### src/rtl/alu_pkg.sv
// Shared definitions for the ALU accumulator/sequencer stage: opcodes, FSM state type, default width.
package alu_pkg;

  localparam int WIDTH_DEF = 8;

  localparam logic [1:0] OP_PASS = 2'b00;
  localparam logic [1:0] OP_ADC  = 2'b01;
  localparam logic [1:0] OP_SUB  = 2'b10;
  localparam logic [1:0] OP_CLR  = 2'b11;

  typedef enum logic {IDLE, EXEC} state_t;

endpackage

### src/rtl/alu_flags.sv
// Combinational flag derivation from the ALU operands and result.
// Overflow output exists only when ACC_OVF_EN is defined.
module alu_flags
  import alu_pkg::*;
#(
  parameter int WIDTH = WIDTH_DEF
) (
  input  logic [WIDTH-1:0] A,
  input  logic [WIDTH-1:0] B,
  input  logic [WIDTH-1:0] Y,
  input  logic [1:0]       OP,
`ifdef ACC_OVF_EN
  output logic             overflow,
`endif
  output logic             zero
);

  assign zero = (Y == '0);

`ifdef ACC_OVF_EN
  logic w_sa, w_sb, w_sy;
  assign w_sa = A[WIDTH-1];
  assign w_sb = B[WIDTH-1];
  assign w_sy = Y[WIDTH-1];

  always_comb begin
    overflow = 1'b0;
    case (OP)
      OP_ADC:  overflow = (w_sa == w_sb) && (w_sy != w_sa);
      OP_SUB:  overflow = (w_sa != w_sb) && (w_sy != w_sa);
      default: overflow = 1'b0;
    endcase
  end
`else
  logic w_unused;
  assign w_unused = ^{A, B, OP};
`endif

endmodule

### src/rtl/alu_acc_ctrl.sv
// Accumulator/sequencer wrapped around an external 8-bit ALU: accept, execute one cycle, capture.
// Optional signed-overflow flag VF is enabled by defining ACC_OVF_EN.
module alu_acc_ctrl
  import alu_pkg::*;
#(
  parameter int               WIDTH    = WIDTH_DEF,
  parameter logic [WIDTH-1:0] ACC_INIT = '0
) (
  input  logic             CLK,
  input  logic             RST,
  input  logic             CMD_VALID,
  output logic             CMD_READY,
  input  logic [1:0]       CMD_OP,
  input  logic [WIDTH-1:0] CMD_B,
  output logic [WIDTH-1:0] ALU_A,
  output logic [WIDTH-1:0] ALU_B,
  output logic             ALU_CY,
  output logic [1:0]       ALU_OP,
  input  logic [WIDTH-1:0] ALU_Y,
  input  logic             ALU_ST,
  output logic [WIDTH-1:0] ACC,
  output logic             CF,
  output logic             ZF,
`ifdef ACC_OVF_EN
  output logic             VF,
`endif
  output logic             DONE
);

  state_t           r_state, w_state_nxt;
  logic [WIDTH-1:0] r_acc, r_b;
  logic [1:0]       r_op;
  logic             r_cf, r_zf, r_done;
  logic             w_accept, w_capture, w_ready, w_zero;

  always_comb begin
    w_state_nxt = r_state;
    w_ready     = 1'b0;
    w_accept    = 1'b0;
    w_capture   = 1'b0;
    case (r_state)
      IDLE: begin
        w_ready = 1'b1;
        if (CMD_VALID) begin
          w_accept    = 1'b1;
          w_state_nxt = EXEC;
        end
      end
      EXEC: begin
        w_capture   = 1'b1;
        w_state_nxt = IDLE;
      end
      default: w_state_nxt = IDLE;
    endcase
  end

`ifdef ACC_OVF_EN
  logic r_vf, w_ovf;
  alu_flags #(.WIDTH(WIDTH)) u_flags (
    .A(r_acc), .B(r_b), .Y(ALU_Y), .OP(r_op), .overflow(w_ovf), .zero(w_zero)
  );

  always_ff @(posedge CLK or posedge RST) begin
    if (RST)            r_vf <= 1'b0;
    else if (w_capture) r_vf <= w_ovf;
  end
  assign VF = r_vf;
`else
  alu_flags #(.WIDTH(WIDTH)) u_flags (
    .A(r_acc), .B(r_b), .Y(ALU_Y), .OP(r_op), .zero(w_zero)
  );
`endif

  // ACC/CF only move at capture, so ALU_A/ALU_CY are stable through EXEC.
  always_ff @(posedge CLK or posedge RST) begin
    if (RST) begin
      r_state <= IDLE;
      r_acc   <= ACC_INIT;
      r_cf    <= 1'b0;
      r_zf    <= (ACC_INIT == '0);
      r_op    <= OP_PASS;
      r_b     <= '0;
      r_done  <= 1'b0;
    end else begin
      r_state <= w_state_nxt;
      r_done  <= w_capture;
      if (w_accept) begin
        r_op <= CMD_OP;
        r_b  <= CMD_B;
      end
      if (w_capture) begin
        r_acc <= ALU_Y;
        r_cf  <= ALU_ST;
        r_zf  <= w_zero;
      end
    end
  end

  assign CMD_READY = w_ready;
  assign ALU_A     = r_acc;
  assign ALU_B     = r_b;
  assign ALU_CY    = r_cf;
  assign ALU_OP    = r_op;
  assign ACC       = r_acc;
  assign CF        = r_cf;
  assign ZF        = r_zf;
  assign DONE      = r_done;

endmodule

### config.mk
export PLATFORM = sky130hd
export DESIGN_NAME = alu_acc_ctrl
export DESIGN_NICKNAME = d
export VERILOG_FILES = /design/src/rtl/alu_pkg.sv /design/src/rtl/alu_flags.sv /design/src/rtl/alu_acc_ctrl.sv
export SDC_FILE = /design/constraint.sdc
export NUM_CORES = 1
export LEC_CHECK = 0
export CAP_MARGIN = 25
export CORE_ASPECT_RATIO = 0.6
export CORE_MARGIN = 3
export CORE_UTILIZATION = 37
export DETAILED_ROUTE_END_ITERATION = 6
export GPL_ROUTABILITY_DRIVEN = 0
export PLACE_DENSITY = 0.81
export SLEW_MARGIN = 0
export SYNTH_ARGS = -nofsm -noshare
export SYNTH_HDL_FRONTEND = slang
export SYNTH_SLANG_ARGS = --single-unit
### constraint.sdc
create_clock -name CLK -period 1.7 [get_ports CLK]
set_clock_uncertainty 0.1 [all_clocks]
set_input_delay 0.34 -clock CLK [delete_from_list [all_inputs] [get_ports CLK]]
set_output_delay 0.34 -clock CLK [all_outputs]
set_load 0.05 [all_outputs]
======== Word-level counts from Yosys, hierarchy flattened ========
Index checks and enable logic that the tools add are counted.
storage, ports and cells
  bits in writable memories ............... 0
  bits of input ports ..................... 22
  latch bits .............................. 0
  memories kept ........................... 0
  flip-flop bits (word level) ............. 22
  memory bits (read-only) ................. 0
cells by class
  multipliers ............................. 0
  divide/modulo/power cells ............... 0
  magnitude comparators ................... 0
  reductions and logical operators ........ 1
  shifts and indexed selects .............. 0
  bitwise gates (word level) .............. 1
  muxes and demuxes ....................... 5
  $add $sub $neg .......................... 0
  equal/unequal tests ..................... 0
operator list
  operator         number
  $logic_not 8->1  1
  $mux 1           4
  $pmux 1 s2       1
  $not 1->1        1

======== Logic depth before layout (Yosys ltp) ========
  word-level depth ........................ 2
  mapped depth ............................ 3

======== By module ========
From an unflattened synthesis, not the netlist that was laid out.
second synthesis, totals
  cells, all modules ...................... 59
  area, all modules ....................... 932.1 um^2
by module, submodules not included
  module        area an instance (um^2)  instances  cells each
  alu_acc_ctrl  913.4                    1          56
  alu_flags     18.8                     1          3

======== Least setup slack after synthesis ========
No wires, ideal clock.
  path kind ............................... register -> output
  from .................................... register r_acc[0] (netlist: ACC[0])
  to ...................................... output port ALU_A[0]
  cell stages (with the launch flop) ...... 2
  buffers on the path ..................... 1
  setup slack ............................. 360 ps
  data required time ...................... 1,260 ps
  data arrival time ....................... 900 ps
  cell sequence ........................... dfrtp_1 -> buf_4
RTL lines
  item                      RTL line            RTL
  start: declaration        alu_acc_ctrl.sv:31  logic [WIDTH-1:0] r_acc, r_b;
  start signal: assignment  alu_acc_ctrl.sv:78  r_acc <= ACC_INIT;
  start signal: assignment  alu_acc_ctrl.sv:92  r_acc <= ALU_Y;
  end: declaration          alu_acc_ctrl.sv:15  output logic [WIDTH-1:0] ALU_A,
No word-level cell between the ends.

======== Final worst setup path ========
  from .................................... register r_state
  to ...................................... output port CMD_READY
on the way
  word-level cells in the longest chain between the ends .. 1
ends and longest elaborated chain
  item                      RTL line            RTL
  start: declaration        alu_acc_ctrl.sv:30  state_t r_state, w_state_nxt;
  start signal: assignment  alu_acc_ctrl.sv:85  r_state <= w_state_nxt;
  $mux 1                    alu_acc_ctrl.sv:41  case (r_state)
  end: declaration          alu_acc_ctrl.sv:12  output logic CMD_READY,
Every way passes these cells.

==> impl_results.md <==
* Initial antenna violation count at 0
* Achievable Freq at around 650 MHz
* Port Buf Inserts at 52
* Status: finished, final reports clean
* Area leader, netlist: dfrtp_1
* Worst Path Required at ~1.3 ns
* Clock latency on the worst-skew pair at between 0.2 and 0.3 ns
* Clock tree root buffer cell: clkbuf_8
* Slew @ Worst Pin at between 0.3 and 0.4 ns
* Critical path's slowest cell: dfrtp_1
* Final Critical Period at around 1.5 ns
* Mapped Cells at 59
* Tcrit/Tclk final at 0.9065
* Die area at roughly 3200 sq um
* CTS buffer count at 3
* DRT Wirelength at about 2.1 mm
* Pin count of the biggest net entering global routing at 16
* Syn nets at 81
* Worst-path clk slew at around 0.080 ns
* Final setup violation count at 0
* # hold bufs at CTS at 0
* Leakage power at around 0.76 nW
* Average wire per standard cell at 15.27 microns
* Vias/cell at 4.518
* Crit Path Category: reg -> out
* Number of synthesized flops with an enable pin at 0
* Critical Path End Type: primary output
* Die X at a little over 70 microns
* H-tree levels at 1
* Remaining DRCs at 0
* Clk sinks at 22
* CP peak stage delay at approximately 0.54 ns
* Top_reg_cell synth: dfrtp_1
* Synth top area cells: dfrtp_1, mux2_4, mux2_2, buf_4, dfstp_2
* Post-synthesis cell area at about 930 sq um
* Post-Layout Cell Count at 137
* CTS tree: done
* Starting density of the core at 0.4082
* Hold crit path type: in -> async
* Distinct cell type count after synthesis at 11
* First-pass GRT wire length at between 3 and 4 mm
* Dpl hpwl at 1.720 mm
* Final hold vios at 0
* GRT Overall Usage at 0.1409
* Max cap viols at 0
* Synth cell count leaders: dfrtp_1, buf_4, mux2_2
* RSZ-0062 raised after global routing: false
* Via count at 619
* Synth Warn # at 0
* Clock tree buffer depth at 2
* Die Ht at about 45 microns
* Post-synthesis sequential area ratio at 0.5935
* Boundary pin count at 53
* Area growth, synth to finish at 80.62%
* # rows at 13
* Worst VDD drop at 0.5858 mV
* Post-cts resize count at 0
* Setup TNS at 0 ns
* DRT iter0 DRCs at 15
* Async SR Flop Fraction at 1.000
* Most frequent cell after synthesis: dfrtp_1
* Worst Path Arrival at 1.10 ns
* Worst path cell trace: inv_1, buf_12
* Total setup buffers inserted after CTS at 0
* Total iterations of the first detailed-routing run at 2
* #FFs+latches synth at 22
* DP Cell Count at between 100 and 150
* Antenna diode count at 0
* PD cells at 1138 nW/um^2
* Layout cell share with drive strength beyond 1 at 0.5514
* Core ar. at roughly 2300 sq um
* Crit path max fanout at 9
* Nets at 130
* Area share of the largest cell type after synthesis at 0.5653
* Grt ovf at 0
* Slew HR at 0.7680
* Avg Inst Size Synth at between 15 and 20 sq um
* Post-route ant nets at 0
* Worst Setup Start Kind: flop
* Vias in the first global route at ~630
* Final Max Slew Viols at 0
* Layout Utilization at 0.7374
-- through the flow --
step / worst slack [ns] / total power, W / area, sq um / hold WS [ns]
after global placement: 0.02693 / 0.001590 / 1634 / 0.4001
after floorplan: 0.3595 / 0.001178 / 929.6 / 0.2285
final: 0.1590 / 0.001911 / 1679 / 0.2317
after detailed placement: 0.01915 / 0.001604 / 1634 / 0.4004
after global routing: 0.07166 / 0.001979 / 1679 / 0.2541
after CTS: 0.1333 / 0.001931 / 1679 / 0.2329
-- critical path, delay by kind of cell, from the launching register on --
kind	cells	cell delay, ns
buffers and inverters	2	0.31
DFF	1	0.54
-- logic make-up (layout without fill, tap and decap cells) --
family / count (synthesis) / in the layout / share of synthesized area
and+or+nand+nor: 4 / 4 / 0.02961
DFF: 22 / 22 / 0.5935
buffers and inverters: 13 / 61 / 0.1009
AOI/OAI and AO/OA: 1 / 1 / 0.009423
muxes: 19 / 19 / 0.2665
-- area by class of cell --
cell class,instances,area [sq um]
clock buffer,4,45.04
fill,140,598.1
inverter,2,7.507
multi-input combinational,24,284.0
sequential,22,551.8
tap,30,37.54
timing repair buffer,55,753.2
-- layer usage --
| layer | GRT usage | vias up | wire length (microns) |
|---|---|---|---|
| li1 | - | 287 | - |
| met5 | 0 | - | 0 |
| met2 | 0.2431 | 31 | 1026 |
| met3 | 0.04889 | 4 | 152 |
| met4 | 0.05618 | 0 | 25 |
| met1 | 0.1655 | 297 | 888 |
-- worst paths after layout --
| path | start | to | slack, ns | depth (start not counted) |
|---|---|---|---|---|
| max | r_state | CMD_READY | 0.16 | 2 |
| min | RST | ALU_B[5] | 0.23 | 2 |
| max reg2reg | r_state | ALU_OP[0] | 0.29 | 3 |
| min reg2reg | ALU_B[6] | ALU_B[6] | 0.42 | 1 |
| max in group asynchronous | RST | ZF | 0.79 | 3 |
| min in group CLK | ALU_B[6] | ALU_B[6] | 0.42 | 1 |
-- power breakdown --
| part | total (W) | switching, W | internal, W |
|---|---|---|---|
| sequential | 0.000683 | 0.0000891 | 0.000594 |
| clock | 0.000325 | 0.000158 | 0.000167 |
| combinational | 0.000903 | 0.000470 | 0.000433 |
| total | 0.00191 | 0.000717 | 0.00119 |
-- layout by cell type (no fill, tap or decap) --
master            n
nor4_1            2
dfstp_2           1
nor2b_2           1
clkbuf_8          3
nor2b_1           1
a31o_2            1
inv_1             2
buf_12           23
dfrtp_1          21
clkbuf_1          1
mux2_2           10
mux2_4            9
clkdlybuf4s50_1  21
buf_4            11
-- sequential cells by signal, indices dropped and copies added, names as in the netlist --
signal / flops
ALU_OP: 2
ALU_CY: 1
r_state: 1
ALU_B: 8
ACC: 8
DONE: 1
ZF: 1
Power figures use the tool's default switching activity.
==> edit 1, RTL diff (same flow settings) <==
The option `ACC_OVF_EN` is turned on by a define.
--- a/src/rtl/alu_flags.sv
+++ b/src/rtl/alu_flags.sv
@@ -2,2 +2,4 @@
 // Overflow output exists only when ACC_OVF_EN is defined.
+`define ACC_OVF_EN
+
 module alu_flags
Function (old outputs only; new: VF): kept (equiv_simple and equiv_induct, registers matched by name and starting in step).
==> edit 1 against the original RTL <==
  * Final cell count is 8.8% higher
  * Non-clock buffer count is 1 higher
  * Utilization is 1.0 points higher
  * Sequential cell count is 1 higher
  * Area after synthesis is 6.5% higher
  * Total power is 5.3% higher
  * Wire length is 30% higher
  * Via count is 16% higher
  * Sequential power is 5.9% higher
  * Clock power is 2% higher
  * Setup slack better by 0.027 ns
  * Cell area is 4.2% higher
  * Highest routed layer unchanged
==> edit 1: results (changes against the original RTL) <==
** Outcome
- Result of the run :: finished, final reports clean (unchanged)

** Global route
- Met1 demand-to-capacity share in global routing :: 20.4% (was 16.5%)
- The routing usage on met2 is 33.0% (was 24.3%).
- The met3 track demand over resource in global routing came to 5.88% (was 4.89%).
- The largest net degree at the start of global routing was 24 (was 16).
- Vias in the first global route :: 795 (was 632)
- Antenna violations before repair :: 0 (unchanged)
- The aggregate global-route resource usage is 17.9% (was 14.1%).
- The global-route wire length before repair came to 4240 um (was 3260 um).

** Yosys
- Cell types occupying the most area after synthesis: sky130_fd_sc_hd__dfrtp_1 (56%), sky130_fd_sc_hd__mux2_2 (11%), sky130_fd_sc_hd__mux2_4 (11%) (was sky130_fd_sc_hd__dfrtp_1 (57%), sky130_fd_sc_hd__mux2_4 (15%), sky130_fd_sc_hd__mux2_2 (12%)).
- Synthesized net count :: 93 (was 81)
- The portion of the post-synthesis area used by sequential elements is 58.3% (was 59.4%).
- Most numerous cell types in the synthesized netlist :: sky130_fd_sc_hd__dfrtp_1 (22), sky130_fd_sc_hd__mux2_2 (10), sky130_fd_sc_hd__buf_4 (9) (was sky130_fd_sc_hd__dfrtp_1 (21), sky130_fd_sc_hd__buf_4 (10), sky130_fd_sc_hd__mux2_2 (10))
- The async set-reset flop share out of synthesis came to 100% (unchanged).
- Count of cell types in the netlist :: 17 (was 11)

** Timing
- The final-report setup violation count was 0 (unchanged).
- The max-slew headroom at the worst pin came to 75.6% (was 76.8%).

** Route
- Final wirelength :: 2730 um (was 2090 um)
- The routed wire length on met2 was 1520 um (was 1030 um).
- Total number of vias :: 718 (was 619)
- The amount of wire on met3 after detailed routing is 171 um (was 152 um).
- The number of optimization iterations in the first detailed-route pass was 4 (was 2).
- Detailed-routing wirelength on met1 :: 1020 um (was 888 um)
- The number of violations reported at the end of detailed-routing iteration 0 is 33 (was 15).

** Cells and area
- Share of cells above drive strength 1 :: 49.6% (was 55.1%)
- The layout inverter count without the clock tree is 5 (was 2).
- The proportion of cell area spent on the clock network came to 2.64% (was 2.68%).
- The total area of multi-input combinational cells was 310 um2 (was 284 um2).
- Multi-input combinational gate total :: 31 (was 24)
- Layout filler cell count :: 146 (was 140)
- Count of plain and timing-repair buffers :: 56 (was 55)
- The non-clock buffer area fraction after layout is 43.5% (was 44.9%).
- Number of sequential storage elements :: 23 (was 22)
- Combined flip-flop and latch cell area :: 577 um2 (was 552 um2)
- The net count reported at finish is 143 (was 130).

** Power
- The worst vdd rail ir drop is 594 uV (was 586 uV).
- Leakage component of the power :: 0.791 nW (was 0.757 nW)
- Switching power :: 0.782 mW (was 0.717 mW)

** Setup path
- Max Fanout on Critical Path :: 8 (was 9)
- The arrival time of data at the critical path endpoint is 1.07 ns (was 1.10 ns).

** Placed design
- The port buffer count was 53 (was 52).
- The HPWL after detailed placement was 2150 um (was 1720 um).

** Clock tree
- The number of instances resized during post-cts repair came to 0 (unchanged).
- The buffer count from post-CTS setup fixing is 0 (unchanged).
==> edit 1: changes by cell type after synthesis, sizes merged, moves of 2 or more <==
cell,delta
inv,+3
nor4,+2
nand2,+2
mux2,-2
o21ai,+3
==> edit 1: per-stage QoR <==
| step | cells | utilization, % | cell area, um2 | power (mW) | setup WS (ns) |
|---|---|---|---|---|---|
| 2_1_floorplan | 70 | - | 990 | 1.24 | 0.0558 |
| 3_3_place_gp | 145 | 72.8 | 1700 | 1.67 | 0.0346 |
| 3_5_place_dp | 145 | 72.8 | 1700 | 1.69 | 0.0133 |
| 4_1_cts | 149 | 74.7 | 1750 | 2.04 | 0.184 |
| 5_1_grt | 149 | 74.7 | 1750 | 2.08 | 0.122 |
| 6_report | 149 | 74.7 | 1750 | 2.01 | 0.186 |
==> edit 1: power groups by stage <==
stage	clock, mW	sequential [mW]	combinational, mW
after global placement	0	0.725	0.940
after floorplan	0	0.939	0.296
final	0.331	0.723	0.959
after global routing	0.366	0.733	0.986
after CTS	0.344	0.724	0.968
after detailed placement	0	0.732	0.958
==> edit 1: logic make-up after synthesis <==
family / Yosys count / synth area share [%]
xor+xnor: 1 / 0.885
buf+inv: 16 / 10.4
fa+ha+maj: 1 / 1.26
compound gates: 4 / 2.53
mux: 17 / 22.0
simple gates: 8 / 4.68
flops: 23 / 58.3
==> edit 1: final timing paths <==
| check | startpoint | end | slack (ns) | depth (start not counted) |
|---|---|---|---|---|
| setup / recovery | r_state | CMD_READY | 0.19 | 2 |
| hold / removal | RST | ALU_B[1] | 0.31 | 3 |
| setup reg to reg | ALU_OP[0] | VF | 0.21 | 5 |
| hold reg to reg | ZF | ZF | 0.41 | 2 |
| max in group asynchronous | RST | ZF | 0.91 | 3 |
| min in group CLK | ZF | ZF | 0.41 | 2 |
==> edit 2, RTL diff (same flow settings) <==
Made on the original files. `WIDTH_DEF`: 8 -> 10.
--- a/src/rtl/alu_pkg.sv
+++ b/src/rtl/alu_pkg.sv
@@ -3,3 +3,3 @@
 
-  localparam int WIDTH_DEF = 8;
+  localparam int WIDTH_DEF = 10;
 
Interface: changed (5 resized); port bits go from 53 to 63. The function was not compared with the original's and may differ.
==> edit 2 against the original RTL <==
  * Global-route usage increased by 0.21 points
  * Largest cell class unchanged
  * Cell area increased by 16%
  * Wire length increased by 22%
  * Highest routed layer unchanged
  * Clock power increased by 6.5%
  * Area after synthesis increased by 20%
  * Setup slack got worse by 0.071 ns
  * Total power increased by 16%
  * Sequential cell count increased by 4
==> edit 2: results (changes against the original RTL) <==
** Global route
- Vias in the first global route :: 790 (was 632)
- Antenna violations before repair :: 0 (unchanged)
- The aggregate global-route resource usage is 14.3% (was 14.1%).
- The global-route wire length before repair came to 4130 um (was 3260 um).
- Pin count of the biggest net entering global routing :: 27 (was 16)

** Route
- Final routed wire length divided by cell count :: 15.3 um (about the same)
- The number of optimization iterations in the first detailed-route pass was 2 (unchanged).
- Total number of vias :: 743 (was 619)
- Number of DRC markers in iteration 0 :: 23 (was 15)
- The count of nets left with antenna violations after detail routing came to 0 (unchanged).

** Timing
- Transition time at the pin with the least slew margin :: 0.458 ns (was 0.348 ns)

** Cells and area
- Layout filler cell count :: 168 (was 140)
- The net count reported at finish is 154 (was 130).
- The share of layout cells above drive strength 1 was 53.5% (was 55.1%).
- Ant. Diodes :: 0 (unchanged)

** Power
- The leakage power summed over all cells was 0.870 nW (was 0.757 nW).
- Peak ir drop on the vdd network :: 514 uV (was 586 uV)
- The total net switching power came to 0.849 mW (was 0.717 mW).
- The share of power burned in combinational logic came to 47.8% (was 47.2%).

** Clock tree
- TritonCTS buffer count :: 3 (unchanged)
- The CTS root buffer is sky130_fd_sc_hd__clkbuf_8 (unchanged).
- The register clock-pin slew on the reported worst setup and hold paths came to 0.08 ns (about the same).
- The clock reaches the later pin of the worst-skew pair after 0.26 ns.
- The deepest clock path buffer count was 2 (unchanged).
- The number of instances resized during post-cts repair is 0 (unchanged).
- The buffer count from post-CTS setup fixing is 0 (unchanged).
- Number of levels the H-tree was split into :: 1 (unchanged)

** Yosys
- The warning count from the yosys run is 0 (unchanged).
- Most numerous cell types in the synthesized netlist: sky130_fd_sc_hd__dfrtp_1 (25), sky130_fd_sc_hd__mux2_2 (14), sky130_fd_sc_hd__buf_4 (12) (was sky130_fd_sc_hd__dfrtp_1 (21), sky130_fd_sc_hd__buf_4 (10), sky130_fd_sc_hd__mux2_2 (10)).
- Register area share after synthesis :: 58.3% (was 59.4%)
- The number of distinct library cell variants in the gate-level netlist after synthesis is 13 (was 11).
- Synthesized net count :: 98 (was 81)
- Share of async-settable or async-resettable flops after synthesis :: 100% (unchanged)
- Cell types occupying the most area after synthesis: sky130_fd_sc_hd__dfrtp_1 (56%), sky130_fd_sc_hd__mux2_2 (14%), sky130_fd_sc_hd__mux2_4 (12%) (was sky130_fd_sc_hd__dfrtp_1 (57%), sky130_fd_sc_hd__mux2_4 (15%), sky130_fd_sc_hd__mux2_2 (12%)).

** Outcome
- Result of the run :: finished, final reports clean (unchanged)

** Worst hold path
- Path class of the lowest-slack min-delay path :: primary input to async pin (unchanged)

** Setup path
- The largest fanout on the critical path was 10 (was 9).
- Critical Path AT :: 1.17 ns (was 1.10 ns)
- The number of cells on the worst reg-to-reg path was 3 (unchanged).

** Placed design
- HPWL after detailed placement :: 2100 um (was 1720 um)
- Port buffer count :: 62 (was 52)
==> edit 2: path summary, 6_finish.rpt <==
kind	from	endpoint	slack [ns]
min in group CLK	ZF	ZF	0.41
min	RST	ALU_OP[1]	0.32
max reg2reg	r_state	ALU_B[1]	0.25
max	r_state	CMD_READY	0.09
max in group asynchronous	RST	ZF	0.89
min reg2reg	ZF	ZF	0.41
==> edit 2: stage by stage <==
stage | area, um2 | utilization (%) | power, mW | setup slack (ns) | cells
2_1_floorplan | 1120 | - | 1.41 | 0.294 | 72
3_3_place_gp | 1900 | 70.8 | 1.88 | 0.0394 | 163
5_1_grt | 1940 | 72.5 | 2.30 | 0.0169 | 167
6_report | 1940 | 72.5 | 2.22 | 0.0879 | 167
4_1_cts | 1940 | 72.5 | 2.24 | 0.0807 | 167
3_5_place_dp | 1900 | 70.8 | 1.89 | 0.0282 | 163
==> edit 2: area by class of cell <==
| type | instances | area, um2 | area share [%] |
|---|---|---|---|
| flip-flops and latches | 26 | 652 | 33.5 |
| well taps | 40 | 50.0 | 2.58 |
| clock buffers | 4 | 45.0 | 2.32 |
| repair buffers | 65 | 851 | 43.8 |
| inverters | 3 | 11.3 | 0.580 |
| multi-input cells | 29 | 334 | 17.2 |
==> edit 2: logic make-up after synthesis <==
| logic type | synth area share (%) |
|---|---|
| AND/OR/NAND/NOR | 3.24 |
| buffers and inverters | 11.9 |
| flip-flops | 58.3 |
| AO/OA/AOI/OAI | 0.447 |
| multiplexers | 26.2 |
==> edit 2: worst max-delay path, stage by stage, from the launching register on <==
cell                      delay, ns
sky130_fd_sc_hd__dfrtp_1       0.63
sky130_fd_sc_hd__inv_1         0.07
sky130_fd_sc_hd__buf_4         0.20
==> edit 2: power groups by stage <==
stage	clock (mW)	sequential (mW)	combinational, mW
floorplan	0	1.06	0.349
global placement	0	0.819	1.06
detailed placement	0	0.824	1.07
CTS	0.359	0.814	1.07
global route	0.381	0.826	1.09
finish	0.346	0.812	1.06
==> edit 2: layer usage <==
metal  share of wire (%)  global-route usage (%)  up-vias
met1                  42                    17.2      355
met4                0.39                    1.78        0
met3                  10                    6.67        2
met2                  47                    24.3       42
li1                    -                       -      344
met5                   0                       0        -
